<file path="src/rtl/serial_subtractor_pkg.sv">
// Shared definitions for the serial adder/subtractor blocks: FSM encodings and default operand width.
package serial_subtractor_pkg;

    localparam int DEFAULT_WIDTH = 8;

    localparam logic [1:0] ST_IDLE  = 2'd0;
    localparam logic [1:0] ST_SHIFT = 2'd1;
    localparam logic [1:0] ST_FIN   = 2'd2;

endpackage

</file>
<file path="src/rtl/serial_subtractor_full_sub.sv">
// Purely combinational one-bit full subtractor cell: D = X - Y - Bin with borrow out.
module FullSubtractor (
    input  logic X,
    input  logic Y,
    input  logic Bin,
    output logic D,
    output logic Bout
);

    assign D    = X ^ Y ^ Bin;
    assign Bout = (~X & Y) | (~(X ^ Y) & Bin);

endmodule

</file>
<file path="src/rtl/serial_subtractor.sv">
// Bit-serial unsigned subtractor: LSB-first, one bit per clock through a single FullSubtractor cell.
//
//  state | meaning
//  IDLE  | waiting for START; D/BOUT hold the last result
//  SHIFT | one operand bit processed per cycle, BUSY high
//  FIN   | result valid, DONE pulses for this single cycle
module serial_subtractor #(
    parameter int WIDTH = serial_subtractor_pkg::DEFAULT_WIDTH
) (
    input  logic             CLK,
    input  logic             RST,
    input  logic             START,
    input  logic [WIDTH-1:0] A,
    input  logic [WIDTH-1:0] B,
    output logic             BUSY,
    output logic             DONE,
    output logic [WIDTH-1:0] D,
    output logic             BOUT
);
    import serial_subtractor_pkg::*;

    localparam int CNT_W = $clog2(WIDTH);
    localparam logic [CNT_W-1:0] CNT_LAST = CNT_W'(WIDTH - 1);

    logic [1:0]       state_q, state_d;
    logic [WIDTH-1:0] a_q, a_d;
    logic [WIDTH-1:0] b_q, b_d;
    logic [WIDTH-1:0] d_q, d_d;
    logic             borrow_q, borrow_d;
    logic [CNT_W-1:0] cnt_q, cnt_d;
    logic             diff_bit;
    logic             borrow_nxt;

    FullSubtractor u_cell (
        .X    (a_q[0]),
        .Y    (b_q[0]),
        .Bin  (borrow_q),
        .D    (diff_bit),
        .Bout (borrow_nxt)
    );

    always_comb begin
        state_d  = state_q;
        a_d      = a_q;
        b_d      = b_q;
        d_d      = d_q;
        borrow_d = borrow_q;
        cnt_d    = cnt_q;
        case (state_q)
            ST_IDLE: begin
                if (START) begin
                    a_d      = A;
                    b_d      = B;
                    borrow_d = 1'b0;
                    cnt_d    = '0;
                    state_d  = ST_SHIFT;
                end
            end
            ST_SHIFT: begin
                a_d      = a_q >> 1;
                b_d      = b_q >> 1;
                // Diff bits enter at the MSB so the first (LSB) bit lands in bit 0 after WIDTH shifts.
                d_d      = {diff_bit, d_q[WIDTH-1:1]};
                borrow_d = borrow_nxt;
                if (cnt_q == CNT_LAST) begin
                    cnt_d   = '0;
                    state_d = ST_FIN;
                end else begin
                    cnt_d = cnt_q + 1'b1;
                end
            end
            ST_FIN:  state_d = ST_IDLE;
            default: state_d = ST_IDLE;
        endcase
    end

    always_ff @(posedge CLK) begin
        if (RST) begin
            state_q  <= ST_IDLE;
            a_q      <= '0;
            b_q      <= '0;
            d_q      <= '0;
            borrow_q <= 1'b0;
            cnt_q    <= '0;
        end else begin
            state_q  <= state_d;
            a_q      <= a_d;
            b_q      <= b_d;
            d_q      <= d_d;
            borrow_q <= borrow_d;
            cnt_q    <= cnt_d;
        end
    end

    // The borrow flop is only cleared by the next accepted START, so it doubles as BOUT.
    assign BUSY = (state_q == ST_SHIFT);
    assign DONE = (state_q == ST_FIN);
    assign D    = d_q;
    assign BOUT = borrow_q;

endmodule

</file>
<file path="config.mk">
export PLATFORM = sky130hd
export DESIGN_NAME = serial_subtractor
export DESIGN_NICKNAME = d
export VERILOG_FILES = /design/src/rtl/serial_subtractor_pkg.sv /design/src/rtl/serial_subtractor_full_sub.sv /design/src/rtl/serial_subtractor.sv
export SDC_FILE = /design/constraint.sdc
export NUM_CORES = 1
export LEC_CHECK = 0
export BUFFER_PORTS_ARGS = -buffer_cell sky130_fd_sc_hd__buf_4
export CAP_MARGIN = 10
export CORE_ASPECT_RATIO = 1.5
export CORE_MARGIN = 4
export CORE_UTILIZATION = 52
export DETAILED_ROUTE_END_ITERATION = 12
export PLACE_DENSITY = 0.75
export SLEW_MARGIN = 0
export SYNTH_ARGS = -nofsm -noshare
export SYNTH_HDL_FRONTEND = slang
export SYNTH_SLANG_ARGS = --single-unit
export TNS_END_PERCENT = 20
</file>
<file path="constraint.sdc">
create_clock -name CLK -period 1.5 [get_ports CLK]
set_input_delay 0.075 -clock CLK [delete_from_list [all_inputs] [get_ports CLK]]
set_output_delay 0.075 -clock CLK [all_outputs]
set_load 0.01 [all_outputs]
</file>
==> out/qor.yml, run 1 <==
grt_overflow_total: 0
synth_most_common_cell: "dfxtp_1"
p_total_w: 0.00155
r2r-end: "b_q[3]"
drv_cap: 0
place_congestion: 0.719
grt_pass1_vias: 1042
via_per_inst: 5.64
hold_viol: 0
rsz0062_at_grt: "no"
critical_path.slowest_cell: "dfxtp_1"
wl_microns: 2590
ys_seq_area_frac: 0.470
vias: 1049
worstPathArrival_ps: 1300
critPathMaxFanout: 28
avgRoutedWirePerCell_microns: 13.9
dieArea_sq_mm: 0.00333
placeableCoreArea_sq_mm: 0.00229
synth_warnings: 0
clkSinkCount: 30
r2r_slack_ps: 150
synthTopCellsByCount: "dfxtp_1, inv_1, a21oi_1, nand2_1, o221a_2"
portBuffers: 29
setup_violations: 0
critical_path.endpoint: "BUSY"
irDropWorstVdd_mv: 0.710
ant_nets: 0
min_path_type: "primary input to flop"
outcome: "completed"
clockBufferDepth: 2
slew_headroom: 0.629
synth_seq_cells: 30
power.density_mw_per_mm2: 1010
setup_tns_ps: 0
cp.depth: 3
grt_max_degree: 31
clock_latency_ps: 320
synth_top_cell_by_area: "dfxtp_1"
worst_slew_pin_slew_ps: 556
cts_root_buffer: "clkbuf_4"
fmax_mhz: 728
syn_inst: 133
start_util: 0.559
path_cells: "nand2b_2, inv_8, buf_4"
rows: 21
synth_top_area_frac: 0.470
syn_to_final_growth_pct: 19.7
cts_made_buffers: 5
htree_levels: 2
startpoint: "state_q[1]"
worstPathRequired_ps: 1420
die_x_microns: 48.5
drcViolationCount: 0
clkSlewWorstSetupHoldPaths_ps: 80
finalNetCount: 186
cp_num_buf_inv: 2
ys_async_sr_fraction: 0
drtPass1Iterations: 5
cts_tree: "done"
synth_flop_cell: "dfxtp_1"
crit_path_start_kind: "flop"
drt_iter0_drc: 47
final_layout_size_suffix_gt1_frac: 0.374
track_usage: 0.170
final.setup_skew_ps: 6.08
diodes: 0
fin_crit_ps: 1370
antenna_found_initial: 0
die_height_microns: 68.7
final.period_utilization: 0.916
grt_pass1_wl_microns: 4310
fin_ws_ps: 126
report.final.slew_viol_count: 0
r2r_cells: 4
syn-num-nets: 155
ios: 30
p_leak_nw: 0.647
worst-setup-path-type: "flop to output pin"
ys_types: 25
synth.avg_cell_area_sq_um: 9.61
synth_area_leaders: "dfxtp_1, o221a_2, a21oi_1"
dp_slack_ps: 40.4
synth_edf_count: 0
cpPeakStageDelay_ps: 380
r2r_start: "state_q[0]"
syn_area_sq_mm: 0.00128
end_kind: "output pin"
place_hpwl_microns: 1810
cp_top_family: "flip-flops"
[cell usage in the layout, fill, tap and decap left out]
master	instances
a21oi_2	6
a22oi_1	6
clkbuf_8	1
nor3_1	2
ha_1	2
mux2i_1	1
inv_1	16
clkbuf_4	5
a211oi_1	1
o21bai_1	1
inv_8	1
nor3b_1	1
nand2_1	15
nor2_1	10
a21oi_1	15
and2b_2	1
nand2b_2	1
fa_1	1
nor2_2	1
dlygate4sd3_1	1
o221a_2	14
dfxtp_1	30
buf_4	31
[registers in the layout, summed over array words and instances, names as in the netlist]
| signal | flops |
|---|---|
| a_q | 8 |
| state_q | 2 |
| D | 8 |
| cnt_q | 3 |
| BOUT | 1 |
| b_q | 8 |
[how the worst min path moves through the flow]
stage / to / slack (ps) / startpoint / cells past startpoint
after floorplan: a_q[7] / 240 / A[7] / 2
final: a_q[7] / 20 / A[7] / 3
after detailed placement: b_q[7] / 350 / B[7] / 3
after CTS: b_q[7] / 5 / B[7] / 3
after global routing: a_q[7] / 4 / A[7] / 3
after global placement: b_q[7] / 330 / B[7] / 3
[logic make-up (layout without fill, tap and decap cells)]
| family | Yosys count | count (layout) | synth area share |
|---|---|---|---|
| compound gates | 43 | 43 | 0.270 |
| fa+ha+maj | 3 | 3 | 0.0352 |
| flops | 30 | 30 | 0.470 |
| simple gates | 31 | 31 | 0.102 |
| mux | 1 | 1 | 0.00783 |
| buf+inv | 25 | 55 | 0.115 |
[final cells by class]
cell class	count	area, sq um
clock buffers	6	51.3
multi-input cells	78	536
flip-flops and latches	30	601
fillers	209	756
inverters	17	71.3
repair buffers	32	243
well taps	23	28.8
[power by group]
group          total [W]  internal (W)  switching [W]
logic           0.000224      0.000112       0.000113
registers       0.000871      0.000843      0.0000280
clock network   0.000456      0.000211       0.000245
[what timing repair did]
action	CTS	global route
endpoints found under the setup margin	0	15
setup buffers	0	0
hold buffers	0	1
gates resized for setup	0	2
endpoints found under the hold margin	0	1
[layer usage]
layer / vias up / global-route usage / share of wire
met5: - / 0 / 0
met4: 0 / 0.0808 / 0.015
met3: 5 / 0.0817 / 0.062
met2: 25 / 0.309 / 0.50
met1: 494 / 0.160 / 0.42
li1: 525 / - / -
[per-stage QoR]
step                      instances  hold WS, ps  area, sq um  utilization
final                           186         19.5         1530        0.669
after global routing            186         4.14         1530        0.669
after CTS                       185         4.76         1520        0.663
after detailed placement        179          345         1460        0.640
after global placement          179          330         1460        0.640
after floorplan                 133          236         1280            -
[tightest hold or removal path, cell delays in order]
cell     delay, ps
buf_4           80
a22oi_1         70
nor2_1          80
Power figures use the tool's default switching activity.
==> run 2, diff against run 1 <==
--- a/config.mk
+++ b/config.mk
@@ -12,6 +12,7 @@
 export CORE_UTILIZATION = 52
 export DETAILED_ROUTE_END_ITERATION = 12
 export PLACE_DENSITY = 0.75
+export REMOVE_ABC_BUFFERS = 1
 export SLEW_MARGIN = 0
 export SYNTH_ARGS = -nofsm -noshare
 export SYNTH_HDL_FRONTEND = slang
==> run 2 against run 1 <==
Clock power up 7.5%. Count of clock-buffer cells in the layout up 1. Cell count up 0.54%. Flip-flop and latch count unchanged. Total power up 1.7%. Wire length down 3.1%. Die area unchanged. Setup slack worse by 24 ps. Core utilization unchanged.
==> out/qor.yml, run 2 (synthesis gave the netlist of run 1 again) <==
cts_root_buffer: "clkbuf_4"  # unchanged
power.density_mw_per_mm2: 1030  # was 1010 mW/mm^2
rows: 21  # unchanged
final_layout_size_suffix_gt1_frac: 0.372  # was 0.374
irDropWorstVdd_mv: 0.621  # was 0.710 mV
diodes: 0  # unchanged
placeableCoreArea_sq_mm: 0.00229  # unchanged
place_hpwl_microns: 1770  # was 1810 microns
power.internal_w: 0.00118  # was 0.00117 W
critPathMaxFanout: 28  # unchanged
multi_input_area_sq_um: 533  # was 536 sq um
portBuffers: 29  # unchanged
final.setup_skew_ps: 6.75  # was 6.08 ps
r2r_start: "state_q[1]"  # was state_q[0]
drtPass1Iterations: 4  # was 5
clkSlewWorstSetupHoldPaths_ps: 90  # was 80 ps
track_usage: 0.166  # was 0.170
avgRoutedWirePerCell_microns: 13.4  # was 13.9 microns
worstPathRequired_ps: 1420  # about the same
fin_crit_ps: 1400  # was 1370 ps
layout_common_cells: "buf_4, dfxtp_1, inv_1, nand2_1, a21oi_1"  # unchanged
drcViolationCount: 0  # unchanged
final.period_utilization: 0.932  # was 0.916
seq_area_sq_um: 602  # was 601 sq um
r2r-end: "b_q[0]"  # was b_q[3]
worst_slew_pin_slew_ps: 548  # was 556 ps
p_switching_w: 0.000399  # was 0.000386 W
grt_pass1_wl_microns: 4350  # was 4310 microns
hp-start: "A[7]"  # unchanged
antenna_found_initial: 0  # unchanged
grt_max_degree: 31  # unchanged
holdPathEnd: "a_q[7]"  # unchanged
clockBufferDepth: 2  # unchanged
slew_headroom: 0.634  # was 0.629
outcome: "completed"  # unchanged
end_kind: "output pin"  # unchanged
switching_share: 0.253  # was 0.249
drt_iter0_drc: 47  # unchanged
grt_pass1_vias: 1074  # was 1042
start_util: 0.559  # unchanged
clock_latency_ps: 320  # about the same
grt_overflow_total: 0  # unchanged
drv_cap: 0  # unchanged
p_seq_frac: 0.553  # was 0.561
setup_violations: 0  # unchanged
die_height_microns: 68.7  # unchanged
postCtsSetupBuffers: 0  # unchanged
worstPathArrival_ps: 1320  # was 1300 ps
rsz0062_at_grt: "no"  # unchanged
crit_path_start_kind: "flop"  # unchanged
via_per_inst: 5.55  # was 5.64
dp_slack_ps: -104  # was 40.4 ps
whs_path_depth: 3  # unchanged
p_clk_frac: 0.310  # was 0.294
worst-setup-path-type: "flop to output pin"  # unchanged
r2r_slack_ps: 190  # was 150 ps
finalNetCount: 185  # was 186
syn_to_final_growth_pct: 19.7  # unchanged
hold_viol: 0  # unchanged
fmax_mhz: 715  # was 728 MHz
vias: 1038  # was 1049
power_frac_comb: 0.136  # was 0.145
min_path_type: "primary input to flop"  # unchanged
place_congestion: 0.666  # was 0.719
die_x_microns: 48.5  # unchanged
layout_commonest_cell: "buf_4"  # unchanged
p_leak_nw: 0.647  # about the same
ant_nets: 0  # unchanged
cts_made_buffers: 5  # unchanged
cts_tree: "done"  # unchanged
dieArea_sq_mm: 0.00333  # unchanged
fin_ws_ps: 102  # was 126 ps
fin_util: 0.669  # unchanged
wl_microns: 2510  # was 2590 microns
r2r_cells: 3  # was 4
ios: 30  # unchanged
clkSinkCount: 30  # unchanged
htree_levels: 2  # unchanged
fillers: 201  # was 209
report.final.slew_viol_count: 0  # unchanged
run 2: final cells by class:
type	count	share of cell area
multi-input combinational	78	0.348
clock buffer	7	0.0360
inverter	17	0.0466
sequential	30	0.393
timing repair buffer	31	0.154
tap	23	0.0188
clock inverter	1	0.00327
run 2: per-layer routing:
metal / wire length [microns] / vias to the layer above / GRT usage
met1: 1020 / 484 / 0.155
li1: - / 525 / -
met5: 0 / - / 0
met4: 39 / 0 / 0.0741
met3: 146 / 5 / 0.0602
met2: 1300 / 24 / 0.322
run 2: worst max-delay path by stage:
stage | from | end | slack (ps) | cells after the start
after global placement | state_q[0] | a_q[2] | -20 | 3
after floorplan | state_q[0] | a_q[0] | 230 | 3
after global routing | state_q[1] | BUSY | 6 | 3
final | state_q[1] | BUSY | 100 | 3
after detailed placement | state_q[0] | b_q[0] | -100 | 3
after CTS | state_q[0] | BUSY | 70 | 3
run 2: critical path, cell delays in order (launching register included):
cell      delay (ps)
dfxtp_1          450
nand2b_1         270
inv_8            120
buf_4            160
run 2: timing repair:
item | 4_1_cts | 5_1_grt
gates resized for setup | 1 | 1
hold buffers | 1 | 0
endpoints found under the hold margin | 1 | 0
endpoints found under the setup margin | 14 | 1
run 2: power by group through the flow:
stage | clock (W) | sequential, W | combinational (W)
floorplan | 0 | 0.000886 | 0.000126
global placement | 0 | 0.000889 | 0.000207
detailed placement | 0 | 0.000890 | 0.000217
CTS | 0.000503 | 0.000873 | 0.000219
global route | 0.000534 | 0.000880 | 0.000242
finish | 0.000490 | 0.000873 | 0.000215
run 2: stage by stage:
stage	setup TNS (ps)	hold slack [ps]	area, sq um	power (W)	std cells
3_3_place_gp	-199	328	1460	0.00110	178
3_5_place_dp	-1300	335	1460	0.00111	178
2_1_floorplan	0	144	1200	0.00101	125
6_report	0	16.9	1530	0.00158	187
4_1_cts	0	6.24	1530	0.00160	187
5_1_grt	0	8.16	1530	0.00166	187
==> run 3, diff against run 2 <==
--- a/config.mk
+++ b/config.mk
@@ -7,13 +7,12 @@
 export LEC_CHECK = 0
 export BUFFER_PORTS_ARGS = -buffer_cell sky130_fd_sc_hd__buf_4
 export CAP_MARGIN = 10
-export CORE_ASPECT_RATIO = 1.5
 export CORE_MARGIN = 4
 export CORE_UTILIZATION = 52
 export DETAILED_ROUTE_END_ITERATION = 12
 export PLACE_DENSITY = 0.75
 export REMOVE_ABC_BUFFERS = 1
-export SLEW_MARGIN = 0
+export SLEW_MARGIN = 20
 export SYNTH_ARGS = -nofsm -noshare
 export SYNTH_HDL_FRONTEND = slang
 export SYNTH_SLANG_ARGS = --single-unit
==> run 3 against run 2 <==
Setup slack lost 1.9 ps. Critical path depth is the same. Hold slack lost 1.5 ps. Sequential share of layout area grew 0.079 points. Cell count grew 1.6%. Largest power group unchanged. Design area shrank 0.41%. Maximum frequency shrank 0.13%. Count of clock-buffer cells in the layout shrank 1. Combinational power grew 2%. Critical endpoint unchanged.
==> out/qor.yml, run 3 (synthesis gave the netlist of run 1 again) <==
critical_path.slowest_cell: "dfxtp_1"  # unchanged
p_seq_frac: 0.561  # was 0.553
cpPeakStageDelay_ps: 450  # about the same
die_height_microns: 57.6  # was 68.7 microns
final.period_utilization: 0.933  # was 0.932
grt_pass1_wl_microns: 4070  # was 4350 microns
cts_root_buffer: "clkbuf_4"  # unchanged
fin_crit_ps: 1400  # about the same
fin_ws_ps: 99.9  # was 102 ps
die_x_microns: 57.6  # was 48.5 microns
worstPathArrival_ps: 1330  # was 1320 ps
place_congestion: 0.725  # was 0.666
cp_num_buf_inv: 2  # unchanged
r2r_slack_ps: 140  # was 190 ps
final_layout_size_suffix_gt1_frac: 0.370  # was 0.372
track_usage: 0.160  # was 0.166
whs_path_depth: 3  # unchanged
layout_commonest_cell: "buf_4"  # unchanged
cts_made_buffers: 5  # unchanged
clkSlewWorstSetupHoldPaths_ps: 80  # was 90 ps
via_per_inst: 5.39  # was 5.55
cp_top_family: "flip-flops"  # unchanged
ant_nets: 0  # unchanged
final.setup_skew_ps: 8.09  # was 6.75 ps
irDropWorstVdd_mv: 0.662  # was 0.621 mV
finalNetCount: 185  # unchanged
drv_cap: 0  # unchanged
cp.depth: 3  # unchanged
p_switching_w: 0.000385  # was 0.000399 W
p_clk_frac: 0.296  # was 0.310
drtPass1Iterations: 4  # unchanged
slew_headroom: 0.618  # was 0.634
drt_iter0_drc: 39  # was 47
dieArea_sq_mm: 0.00332  # was 0.00333 sq mm
setup_tns_ps: 0  # unchanged
antenna_found_initial: 0  # unchanged
busiest_layer: "met2"  # unchanged
min_path_type: "primary input to flop"  # unchanged
gr-usage-met3: 0.0701  # was 0.0602
grt.met2_usage: 0.253  # was 0.322
dp_slack_ps: 50.1  # was -104 ps
start_util: 0.562  # was 0.559
crit_path_start_kind: "flop"  # unchanged
p_leak_nw: 0.643  # was 0.647 nW
diodes: 0  # unchanged
critPathMaxFanout: 28  # unchanged
outcome: "completed"  # unchanged
report.final.slew_viol_count: 0  # unchanged
layout_common_cells: "buf_4, dfxtp_1, inv_1, nand2_1, a21oi_1"  # unchanged
r2r_cells: 4  # was 3
worst-setup-path-type: "flop to output pin"  # unchanged
worst_slew_pin_slew_ps: 572  # was 548 ps
grt_pass1_vias: 938  # was 1074
htree_levels: 2  # unchanged
wl_microns: 2460  # was 2510 microns
power.density_mw_per_mm2: 1020  # was 1030 mW/mm^2
syn_to_final_growth_pct: 19.2  # was 19.7%
placeableCoreArea_sq_mm: 0.00228  # was 0.00229 sq mm
clockBufferDepth: 2  # unchanged
end_kind: "output pin"  # unchanged
grt_overflow_total: 0  # unchanged
fmax_mhz: 714  # was 715 MHz
setup_violations: 0  # unchanged
clock_latency_ps: 320  # about the same
place_hpwl_microns: 1650  # was 1770 microns
switching_share: 0.248  # was 0.253
worstPathRequired_ps: 1420  # about the same
grt_max_degree: 31  # unchanged
ios: 30  # unchanged
power.internal_w: 0.00116  # was 0.00118 W
clkSinkCount: 30  # unchanged
portBuffers: 29  # unchanged
hold_viol: 0  # unchanged
power_frac_comb: 0.142  # was 0.136
avgRoutedWirePerCell_microns: 12.9  # was 13.4 microns
drcViolationCount: 0  # unchanged
vias: 1024  # was 1038
path_cells: "nand2b_1, inv_8, buf_4"  # unchanged
grt_use_met1: 0.184  # was 0.155
cts_tree: "done"  # unchanged
cts_hold_buffers: 0  # was 1
rsz0062_at_grt: "no"  # unchanged
rows: 17  # was 21
==> run 3: changes by cell type in the layout (fill, tap and decap cells not counted) <==
cell and change:
dfxtp_1 +1, buf_4 +1, clkbuf_1 -1, clkinv_2 -1, dlygate4sd3_1 -1, dfxtp_2 -1
==> run 3: cell type report <==
cell class	instances	area, sq um
multi-input combinational	78	533
clock buffer	6	51.3
sequential	30	601
timing repair buffer	31	233
inverter	17	71.3
fill	191	752
tap	28	35.0
==> run 3: path summary, 6_finish.rpt <==
kind | from | to
max | state_q[1] | BUSY
min | B[7] | b_q[7]
max reg2reg | state_q[0] | a_q[2]
min reg2reg | D[0] | D[0]
==> run 3: tightest hold or removal path: cells and delay by family <==
family / cells / cell delay (ps)
and+or+nand+nor: 1 / 80
AOI/OAI and AO/OA: 1 / 70
buffers and inverters: 1 / 80
==> run 3: power groups by stage <==
stage	logic, W	registers (W)	clock network, W
6_report	0.000220	0.000869	0.000459
5_1_grt	0.000243	0.000875	0.000507
4_1_cts	0.000220	0.000869	0.000477
3_5_place_dp	0.000218	0.000887	0
3_3_place_gp	0.000211	0.000886	0
2_1_floorplan	0.000126	0.000886	0
==> run 3: stage by stage <==
stage / util / instances / hold WS [ps] / power [W] / instance area [sq um]
5_1_grt: 0.670 / 190 / 9.78 / 0.00163 / 1520
6_report: 0.670 / 190 / 15.4 / 0.00155 / 1520
3_3_place_gp: 0.646 / 184 / 328 / 0.00110 / 1470
2_1_floorplan: - / 125 / 144 / 0.00101 / 1200
3_5_place_dp: 0.646 / 184 / 350 / 0.00111 / 1470
4_1_cts: 0.668 / 190 / 7.42 / 0.00157 / 1520
==> run 3: timing repair <==
| action | CTS | global route |
|---|---|---|
| buffers inserted | 0 | 0 |
| gates resized for setup | 0 | 1 |
| endpoints found under the setup margin | 0 | 14 |
==> run 3: layer usage <==
layer / routed length [microns] / part of all wire
met2: 1100 / 0.45
met1: 1180 / 0.48
met4: 34 / 0.014
met3: 144 / 0.059
met5: 0 / 0
